### config.mk
export PLATFORM = sky130hd
export DESIGN_NAME = param_calculator
export DESIGN_NICKNAME = d
export VERILOG_FILES = /design/src/rtl/calc_pkg.sv /design/src/rtl/param_calc_iter.sv /design/src/rtl/param_calculator.sv
export SDC_FILE = /design/constraint.sdc
export NUM_CORES = 1
export LEC_CHECK = 0
export BUFFER_PORTS_ARGS = -buffer_cell sky130_fd_sc_hd__buf_4
export CAP_MARGIN = 20
export CORE_ASPECT_RATIO = 2
export CORE_MARGIN = 5
export CORE_UTILIZATION = 67
export CTS_BUF_LIST = sky130_fd_sc_hd__clkbuf_2 sky130_fd_sc_hd__clkbuf_4 sky130_fd_sc_hd__clkbuf_8
export CTS_CLUSTER_SIZE = 16
export DETAILED_ROUTE_END_ITERATION = 7
export PLACE_DENSITY = 0.88
export SYNTH_ARGS = -nofsm -noshare
export SYNTH_HDL_FRONTEND = slang
export SYNTH_SLANG_ARGS = --single-unit
export TNS_END_PERCENT = 10
### constraint.sdc
create_clock -name clk -period 3.5 [get_ports clk]
set_input_delay 0.7 -clock clk [delete_from_list [all_inputs] [get_ports clk]]
set_output_delay 0.7 -clock clk [all_outputs]
set_load 0.02 [all_outputs]
### src/rtl/calc_pkg.sv
// Shared opcodes, state encoding and helpers for the parametrised calculator.
package calc_pkg;

  localparam logic [2:0] OP_ADD = 3'd0;
  localparam logic [2:0] OP_SUB = 3'd1;
  localparam logic [2:0] OP_AND = 3'd2;
  localparam logic [2:0] OP_XOR = 3'd3;
  localparam logic [2:0] OP_MUL = 3'd4;
  localparam logic [2:0] OP_DIV = 3'd5;
  localparam logic [2:0] OP_MOD = 3'd6;
  localparam logic [2:0] OP_RSV = 3'd7;

  // Encoding doubles as the CS debug code.
  typedef enum logic [3:0] {
    S_IDLE   = 4'd0,
    S_LOAD_A = 4'd1,
    S_LOAD_B = 4'd2,
    S_EXEC   = 4'd3,
    S_STEP   = 4'd4,
    S_WB     = 4'd5,
    S_DONE   = 4'd6
  } state_t;

  // Iterative ops retire one result bit per cycle.
  function automatic int unsigned iter_count(input int unsigned width);
    return width;
  endfunction

endpackage

### src/rtl/param_calc_iter.sv
// Bit-serial engine for MUL (shift-add) and DIV/MOD (restoring divide).
module param_calc_iter
  import calc_pkg::*;
#(
  parameter int unsigned WIDTH = 4,
  parameter int unsigned CNTW  = 3
) (
  input  logic             clk,
  input  logic             rst,
  input  logic             start,
  input  logic             step,
  input  logic [CNTW-1:0]  cnt,
  input  logic [2:0]       op,
  input  logic [WIDTH-1:0] a,
  input  logic [WIDTH-1:0] b,
  output logic [WIDTH-1:0] result,
  output logic             ovf,
  output logic             busy
);

  // MUL: hi:lo is the running product, opnd the multiplicand.
  // DIV/MOD: hi is the partial remainder, lo shifts dividend out / quotient in, opnd the divisor.
  logic [2:0]       op_q, op_d;
  logic [WIDTH-1:0] opnd_q, opnd_d;
  logic [WIDTH-1:0] hi_q, hi_d;
  logic [WIDTH-1:0] lo_q, lo_d;
  logic             busy_q, busy_d;

  logic [WIDTH:0]   sum;
  logic [WIDTH:0]   shifted;
  logic [WIDTH+1:0] diff;

  // Next-state for one start or one iteration step.
  always_comb begin
    op_d    = op_q;
    opnd_d  = opnd_q;
    hi_d    = hi_q;
    lo_d    = lo_q;
    busy_d  = busy_q;
    sum     = {1'b0, hi_q} + (lo_q[0] ? {1'b0, opnd_q} : '0);
    shifted = {hi_q, lo_q[WIDTH-1]};
    diff    = {1'b0, shifted} - {2'b00, opnd_q};
    if (start) begin
      op_d   = op;
      busy_d = 1'b1;
      hi_d   = '0;
      if (op == OP_MUL) begin
        opnd_d = a;
        lo_d   = b;
      end else begin
        opnd_d = b;
        lo_d   = a;
      end
    end else if (step && busy_q) begin
      if (op_q == OP_MUL) begin
        hi_d = sum[WIDTH:1];
        lo_d = {sum[0], lo_q[WIDTH-1:1]};
      end else if (!diff[WIDTH+1]) begin
        hi_d = diff[WIDTH-1:0];
        lo_d = {lo_q[WIDTH-2:0], 1'b1};
      end else begin
        hi_d = shifted[WIDTH-1:0];
        lo_d = {lo_q[WIDTH-2:0], 1'b0};
      end
      if (cnt == CNTW'(1)) busy_d = 1'b0;
    end
  end

  // Iteration registers.
  always_ff @(posedge clk or posedge rst) begin
    if (rst) begin
      op_q   <= '0;
      opnd_q <= '0;
      hi_q   <= '0;
      lo_q   <= '0;
      busy_q <= 1'b0;
    end else begin
      op_q   <= op_d;
      opnd_q <= opnd_d;
      hi_q   <= hi_d;
      lo_q   <= lo_d;
      busy_q <= busy_d;
    end
  end

  assign result = (op_q == OP_MOD) ? hi_q : lo_q;
  assign ovf    = (op_q == OP_MUL) && (|hi_q);
  assign busy   = busy_q;

endmodule

### src/rtl/param_calculator.sv
// Multi-cycle calculator: control FSM, operand registers and single-cycle ALU.
module param_calculator
  import calc_pkg::*;
#(
  parameter int unsigned WIDTH = 4
) (
  input  logic             clk,
  input  logic             rst,
  input  logic             Go,
  input  logic [2:0]       Op,
  input  logic [WIDTH-1:0] In1,
  input  logic [WIDTH-1:0] In2,
  output logic [WIDTH-1:0] Out,
  output logic [3:0]       CS,
  output logic             Done,
  output logic             Ovf,
  output logic             Err
);

  localparam int unsigned CNTW = $clog2(WIDTH + 1);

  state_t           state_q, state_d;
  logic [2:0]       op_q, op_d;
  logic [WIDTH-1:0] a_q, a_d;
  logic [WIDTH-1:0] b_q, b_d;
  logic [CNTW-1:0]  cnt_q, cnt_d;
  // Staged single-cycle result, consumed in WB when the iterator was not used.
  logic [WIDTH-1:0] res_q, res_d;
  logic             rovf_q, rovf_d;
  logic             rerr_q, rerr_d;
  logic             use_iter_q, use_iter_d;
  logic [WIDTH-1:0] out_q, out_d;
  logic             ovf_q, ovf_d;
  logic             err_q, err_d;

  logic [WIDTH:0]   alu_sum;
  logic [WIDTH-1:0] alu_res;
  logic             alu_ovf;
  logic             alu_err;
  logic             iter_ok;
  logic             iter_start;
  logic             iter_step;
  logic [WIDTH-1:0] iter_res;
  logic             iter_ovf;
  logic             iter_busy;

  // Divide by zero takes the single-cycle error path instead of iterating.
  assign iter_ok = (op_q == OP_MUL) ||
                   (((op_q == OP_DIV) || (op_q == OP_MOD)) && (b_q != '0));

  // Single-cycle ALU and error results.
  always_comb begin
    alu_sum = {1'b0, a_q} + {1'b0, b_q};
    alu_res = '0;
    alu_ovf = 1'b0;
    alu_err = 1'b0;
    case (op_q)
      OP_ADD: begin
        alu_res = alu_sum[WIDTH-1:0];
        alu_ovf = alu_sum[WIDTH];
      end
      OP_SUB: begin
        alu_res = a_q - b_q;
        alu_ovf = (a_q < b_q);
      end
      OP_AND: alu_res = a_q & b_q;
      OP_XOR: alu_res = a_q ^ b_q;
      OP_DIV: begin
        alu_res = '1;
        alu_err = 1'b1;
      end
      OP_MOD: begin
        alu_res = a_q;
        alu_err = 1'b1;
      end
      OP_RSV: alu_err = 1'b1;
      default: ;
    endcase
  end

  // Control FSM next-state, register loads and iterator strobes.
  always_comb begin
    state_d    = state_q;
    op_d       = op_q;
    a_d        = a_q;
    b_d        = b_q;
    cnt_d      = cnt_q;
    res_d      = res_q;
    rovf_d     = rovf_q;
    rerr_d     = rerr_q;
    use_iter_d = use_iter_q;
    out_d      = out_q;
    ovf_d      = ovf_q;
    err_d      = err_q;
    iter_start = 1'b0;
    iter_step  = 1'b0;
    case (state_q)
      S_IDLE: begin
        if (Go) begin
          op_d    = Op;
          state_d = S_LOAD_A;
        end
      end
      S_LOAD_A: begin
        a_d     = In1;
        state_d = S_LOAD_B;
      end
      S_LOAD_B: begin
        b_d     = In2;
        state_d = S_EXEC;
      end
      S_EXEC: begin
        res_d      = alu_res;
        rovf_d     = alu_ovf;
        rerr_d     = alu_err;
        use_iter_d = iter_ok;
        if (iter_ok) begin
          iter_start = 1'b1;
          cnt_d      = CNTW'(iter_count(WIDTH));
          state_d    = S_STEP;
        end else begin
          state_d = S_WB;
        end
      end
      S_STEP: begin
        iter_step = iter_busy;
        cnt_d     = cnt_q - CNTW'(1);
        if (cnt_q == CNTW'(1)) state_d = S_WB;
      end
      S_WB: begin
        if (use_iter_q) begin
          out_d = iter_res;
          ovf_d = iter_ovf;
          err_d = 1'b0;
        end else begin
          out_d = res_q;
          ovf_d = rovf_q;
          err_d = rerr_q;
        end
        state_d = S_DONE;
      end
      S_DONE: begin
        if (!Go) state_d = S_IDLE;
      end
      default: state_d = S_IDLE;
    endcase
  end

  // State and datapath registers; reset abandons any operation in flight.
  always_ff @(posedge clk or posedge rst) begin
    if (rst) begin
      state_q    <= S_IDLE;
      op_q       <= '0;
      a_q        <= '0;
      b_q        <= '0;
      cnt_q      <= '0;
      res_q      <= '0;
      rovf_q     <= 1'b0;
      rerr_q     <= 1'b0;
      use_iter_q <= 1'b0;
      out_q      <= '0;
      ovf_q      <= 1'b0;
      err_q      <= 1'b0;
    end else begin
      state_q    <= state_d;
      op_q       <= op_d;
      a_q        <= a_d;
      b_q        <= b_d;
      cnt_q      <= cnt_d;
      res_q      <= res_d;
      rovf_q     <= rovf_d;
      rerr_q     <= rerr_d;
      use_iter_q <= use_iter_d;
      out_q      <= out_d;
      ovf_q      <= ovf_d;
      err_q      <= err_d;
    end
  end

  param_calc_iter #(
    .WIDTH (WIDTH),
    .CNTW  (CNTW)
  ) u_iter (
    .clk    (clk),
    .rst    (rst),
    .start  (iter_start),
    .step   (iter_step),
    .cnt    (cnt_q),
    .op     (op_q),
    .a      (a_q),
    .b      (b_q),
    .result (iter_res),
    .ovf    (iter_ovf),
    .busy   (iter_busy)
  );

  assign Out  = out_q;
  assign CS   = state_q;
  assign Done = (state_q == S_DONE);
  assign Ovf  = ovf_q;
  assign Err  = err_q;

endmodule

* Word level (Yosys, flattened, before mapping)
Index checks and enable logic that the tools add are counted.
Storage, ports and cells: bits in registers 47, input bits 14, logic and storage cells 93
Operators by class: add/sub/neg operators 5, magnitude comparators 1, eq/ne operators 20, muxes and demuxes 31, bitwise logic cells 2, reductions and logical operators 17
Operators with widths (count):
- 2-to-1 mux 4 bit | 15
- case mux 4 bit (7 select lines) | 1
- case mux 4 bit (6 select lines) | 1
- equality test 3 bit, second input constant | 6
- equality test 4 x 3 -> 1 bit, second input constant | 3
- 2-to-1 mux 1 bit | 11
- equality test 4 x 2 -> 1 bit, second input constant | 2
- inequality test 2 bit, second input constant | 4
- equality test 3 x 1 -> 1 bit, second input constant | 2
- equality test 3 x 2 -> 1 bit, second input constant | 2
- case mux 3 bit (2 select lines) | 1
- AND reduction 2 bit | 3
- nonzero test 2 bit | 3
- subtractor 5 x 4 -> 6 bit | 1
- adder 4 x 4 -> 5 bit | 1
- adder 4 x 5 -> 5 bit | 1
- AND 4 bit | 1
- equality test 4 x 1 -> 1 bit, second input constant | 1
- logical NOT 4 bit | 1
- less-than comparator 4 bit | 1
- nonzero test 4 bit | 1
- OR reduction 4 bit | 1
- subtractor 4 bit | 1
- bitwise XOR 4 bit | 1
- 8 further kinds | 11

* Logic depth before layout (Yosys ltp)
depth in word-level cells 8, mapped depth 8, depth with buffers taken out 8

* Hierarchy
From an unflattened synthesis, not the netlist that was laid out.
Second synthesis, totals: cells, all modules 323, area, all modules 2989.1 µm²
Modules (own cells, without submodules):
- param_calculator | instances 1, cells each 187, area an instance 1740.4 µm²
- param_calc_iter | instances 1, cells each 136, area an instance 1248.7 µm²

* Least setup slack after synthesis
Ideal clock, no wire load.
path type register to register, start register u_iter.hi_q[0], end register u_iter.hi_q[3], setup time 0.082 ns, arrival time 1.738 ns, setup slack 1.680 ns, stages on the path, launching flop included 6, path buffers 0, path through dfrtp_1 > ha_1 > nor2b_1 > o31a_1 > or4_1 > a31oi_1
On the way: cells in the longest elaborated chain, start to end 5, elaborated cells between the ends (all ways) 6, those cells by class 2 x add/sub; 4 x mux
RTL lines:
- start: declaration | RTL line param_calc_iter.sv:25 | logic [WIDTH-1:0] hi_q, hi_d;
- start signal: assignment | RTL line param_calc_iter.sv:80 | hi_q <= hi_d;
- subtractor 5 x 4 -> 6 bit | RTL line param_calc_iter.sv:42 | diff = {1'b0, shifted} - {2'b00, opnd_q};
- 2-to-1 mux 4 bit | RTL line param_calc_iter.sv:58 | end else if (!diff[WIDTH+1]) begin
- 2-to-1 mux 4 bit (*) | RTL line param_calc_iter.sv:55 | if (op_q == OP_MUL) begin
- 2-to-1 mux 4 bit (*) | RTL line param_calc_iter.sv:54 | end else if (step && busy_q) begin
- 2-to-1 mux 4 bit (*) | RTL line param_calc_iter.sv:43 | if (start) begin
Every way passes the cells marked *; elsewhere a longest branch is shown, timed or not. The select of a mux whose other input is x is not followed. A chain may end at the register's enable or synchronous reset.

* Worst setup path in the final report
start register b_q[0], end register u_iter.op_q[0]
On the way: cells in the longest elaborated chain, start to end 5
RTL lines:
- start: declaration | RTL line param_calculator.sv:25 | logic [WIDTH-1:0] b_q, b_d;
- start signal: assignment | RTL line param_calculator.sv:155 | b_q <= '0;
- start signal: assignment | RTL line param_calculator.sv:168 | b_q <= b_d;
- nonzero test 4 bit | RTL line param_calculator.sv:49 | (((op_q == OP_DIV) || (op_q == OP_MOD)) && (b_q != '0));
- logical AND 1 bit | RTL line param_calculator.sv:49
- logical OR 1 bit | RTL line param_calculator.sv:48 | assign iter_ok = (op_q == OP_MUL) ||
- 2-to-1 mux 1 bit | RTL line param_calculator.sv:117 | if (iter_ok) begin
- 2-to-1 mux 1 bit | RTL line param_calculator.sv:97 | case (state_q)
- end signal: assignment | RTL line param_calc_iter.sv:78 | op_q <= op_d;
- end: declaration | RTL line param_calc_iter.sv:23 | logic [2:0] op_q, op_d;
No other way between the ends.

==> results.md <==
- Postcts setup bufs: 0
- Dpl cells: 378
- Critical Path AT: 2380 ps
- Placer Congestion: 0.9353
- Placed cell areas: 3153 um^2
- Final routed DRC violation total: 0
- Asr flop ratio synth: 100.0%
- Clock sinks: 46
- Die H: 105.1 um
- Synth Warn #: 0
- Critical path class: reg2reg
- Leakage: 1.478 nW
- Drt total wl: 6637 um
- Worst Tran Pin Value: 927.7 ps
- Fin crit share: 62.56%
- Vias in the first global route: 2293
- P&R area growth vs syn: 7.146%
- Grt ovf: 0
- Rel. slew slack: 37.59%
- Outcome: complete, no violations
- TritonCTS clock tree: built
- EDFF count, synth: 0
- Core ar.: 4382 um^2
- FF+latch count, synth: 46
- Via density: 6.272
- # rows: 34
- Mean post-synth cell area: 9.556 um^2
- Hold Crit Class: reg2reg
- Inserted Clock Buffers: 5
- Net count after synthesis: 353
- Largest net degree at the start of global routing: 47
- Initial DRC Count: 54
- Area share of the largest cell type after synthesis: 38.00%
- Hold_ws: 489.0 ps
- Port-buffer cells: 23
- Clock skew: 11.35 ps
- Synth Area in Adders: 10.08%
- Overall die area: 6047 um^2
- Antenna-violating nets left: 0
- Non-filler cells, final: 386
- DRT Pass-1 Iters: 4
- IO Count: 25
- Final #Nets: 367
- Antenna Cells: 0
- Root buf cell: clkbuf_8
- Initial core utilization: 69.13%
- Mapped Cells: 317
- Utilization after layout: 74.07%
- Setup_tns: 0 ps
- Synth Area in Compound Gates: 18.59%
- Power Density: 1021 nW/um^2
- Worst-path fanout max: 27
- Flop2flop setup slack: 1310 ps
- Post-CTS Resized: 0
- Hpwl dp: 4891 um
- Mapped Area: 3029 um^2
- Synth cell types: 58
- Tot GR Track Use: 23.25%
- Fin. Hold Viols: 0
- MaxCap Viol Count: 0
- Seq/Total Area, Yosys: 38.00%
- Post-Synth Simple-Gate Area: 17.06%
- Area leader, netlist: dfrtp_1
- Critical Path RT: 3700 ps
- First-pass GRT wire length: 10920 um
- Final Max Tran Viols: 0
- Crit end category: flip-flop
- Design Area, Final: 3246 um^2
- CP startpoint kind: flip-flop
- XOR/XNOR Fraction of Synth Area: 1.735%
- Crit path time final: 2190 ps
- Via Count: 2421
- RSZ-0062 raised after global routing: no
- Worst VDD drop: 0.6490 mV
- Endpoints failing setup: 0
- Most common cell in the netlist: dfrtp_1
- CTS Buffer Depth: 2
- Routed WL per cell: 17.19 um
- Die span in x: 57.55 um
- Hold buffer count at cts: 0
- H-tree levels: 2
- Share of layout cells above drive strength 1: 18.07%
- Max Clock Freq: 0.4567 GHz
- Clock slew at reported path FFs: 100 ps
- Commonest cells post-synth: dfrtp_1, nand2_1, o21ai_0, inv_1, ha_1
- Largest cells by area after synthesis: dfrtp_1, ha_1, o21ai_0, mux2_2, nand2_1
- Mux contribution to synthesized area: 7.724%
- Top FF cell, synth: dfrtp_1
- Worst skew pair latency: 310 ps
- Main combinational cell family by area after synthesis: compound AO/OA/AOI/OAI gates
- Initial antenna violation count: 0
[registers in the layout, indices dropped and copies added, names as in the netlist, 4 cells and up]
name           count
u_iter.opnd_q      4
b_q                4
u_iter.hi_q        4
Out                4
res_q              4
a_q                4
u_iter.lo_q        4
[cells in the final DEF (no fill, tap or decap), types with 5 or more instances in the layout]
master	Yosys	final
buf_4	1	25
nand3_1	5	5
nor3b_1	6	6
a21oi_1	16	16
o21ai_0	32	32
dfrtp_1	46	46
mux2_2	11	11
nand2_1	32	32
a31oi_1	5	5
a21oi_2	5	5
nand2b_1	6	6
mux2i_1	11	11
nor2b_1	6	6
inv_1	19	18
ha_1	18	18
clkbuf_8	3	5
nor2_1	16	16
[where the power goes]
part	switching (mW)	total, mW	internal [mW]	leakage (nW)
Sequential	0.362	1.13	0.769	0.567
Clock	0.196	0.339	0.143	0.0408
Combinational	0.997	1.84	0.847	0.871
[routing by layer]
metal	global-route usage, %	wire length, um	vias to the layer above
li1	-	-	1148
met1	24.76	2457	1190
met2	41.10	3635	62
met3	3.704	252	21
met4	14.10	292	0
met5	0	0	-
[kinds of logic (layout without fill, tap and decap cells)]
family / Yosys count / in the layout
AOI/OAI and AO/OA: 86 / 86
xor gates and xnor gates: 6 / 6
adders and majority gates: 22 / 22
buffers and inverters: 37 / 52
DFF: 46 / 46
muxes: 22 / 22
other: 1 / 1
and+or+nand+nor: 97 / 97
[worst max-delay path, stage by stage, from the launching register on]
cell	delay (ps)
dfrtp_1	450
or4_4	560
o2111ai_4	660
mux2_2	410
[path summary, 6_finish.rpt]
path | from | endpoint | cells after the start
max in group asynchronous | rst | CS[0] | 3
min in group asynchronous | rst | Out[2] | 3
hold reg to reg | Out[0] | Out[0] | 2
hold / removal | Out[0] | Out[0] | 2
setup reg to reg | b_q[0] | u_iter.op_q[0] | 3
setup / recovery | b_q[0] | u_iter.op_q[0] | 3
[metrics by stage]
step                      setup WS (ps)  power, mW
final                              1310      3.315
after global routing               1241      3.575
after CTS                          1335      3.307
after detailed placement           1353      2.944
after global placement             1399      2.871
after floorplan                    1680      2.535
[cell type report]
class,instances,area (um^2)
Clock buffer,5,68.82
Clock inverter,3,23.77
Fill cell,330,1136
Inverter,19,71.32
Multi-Input combinational cell,234,1675
Sequential cell,46,1151
Tap cell,54,67.56
Timing Repair Buffer,25,187.7
Note: power is estimated with default switching activity, not from simulation.
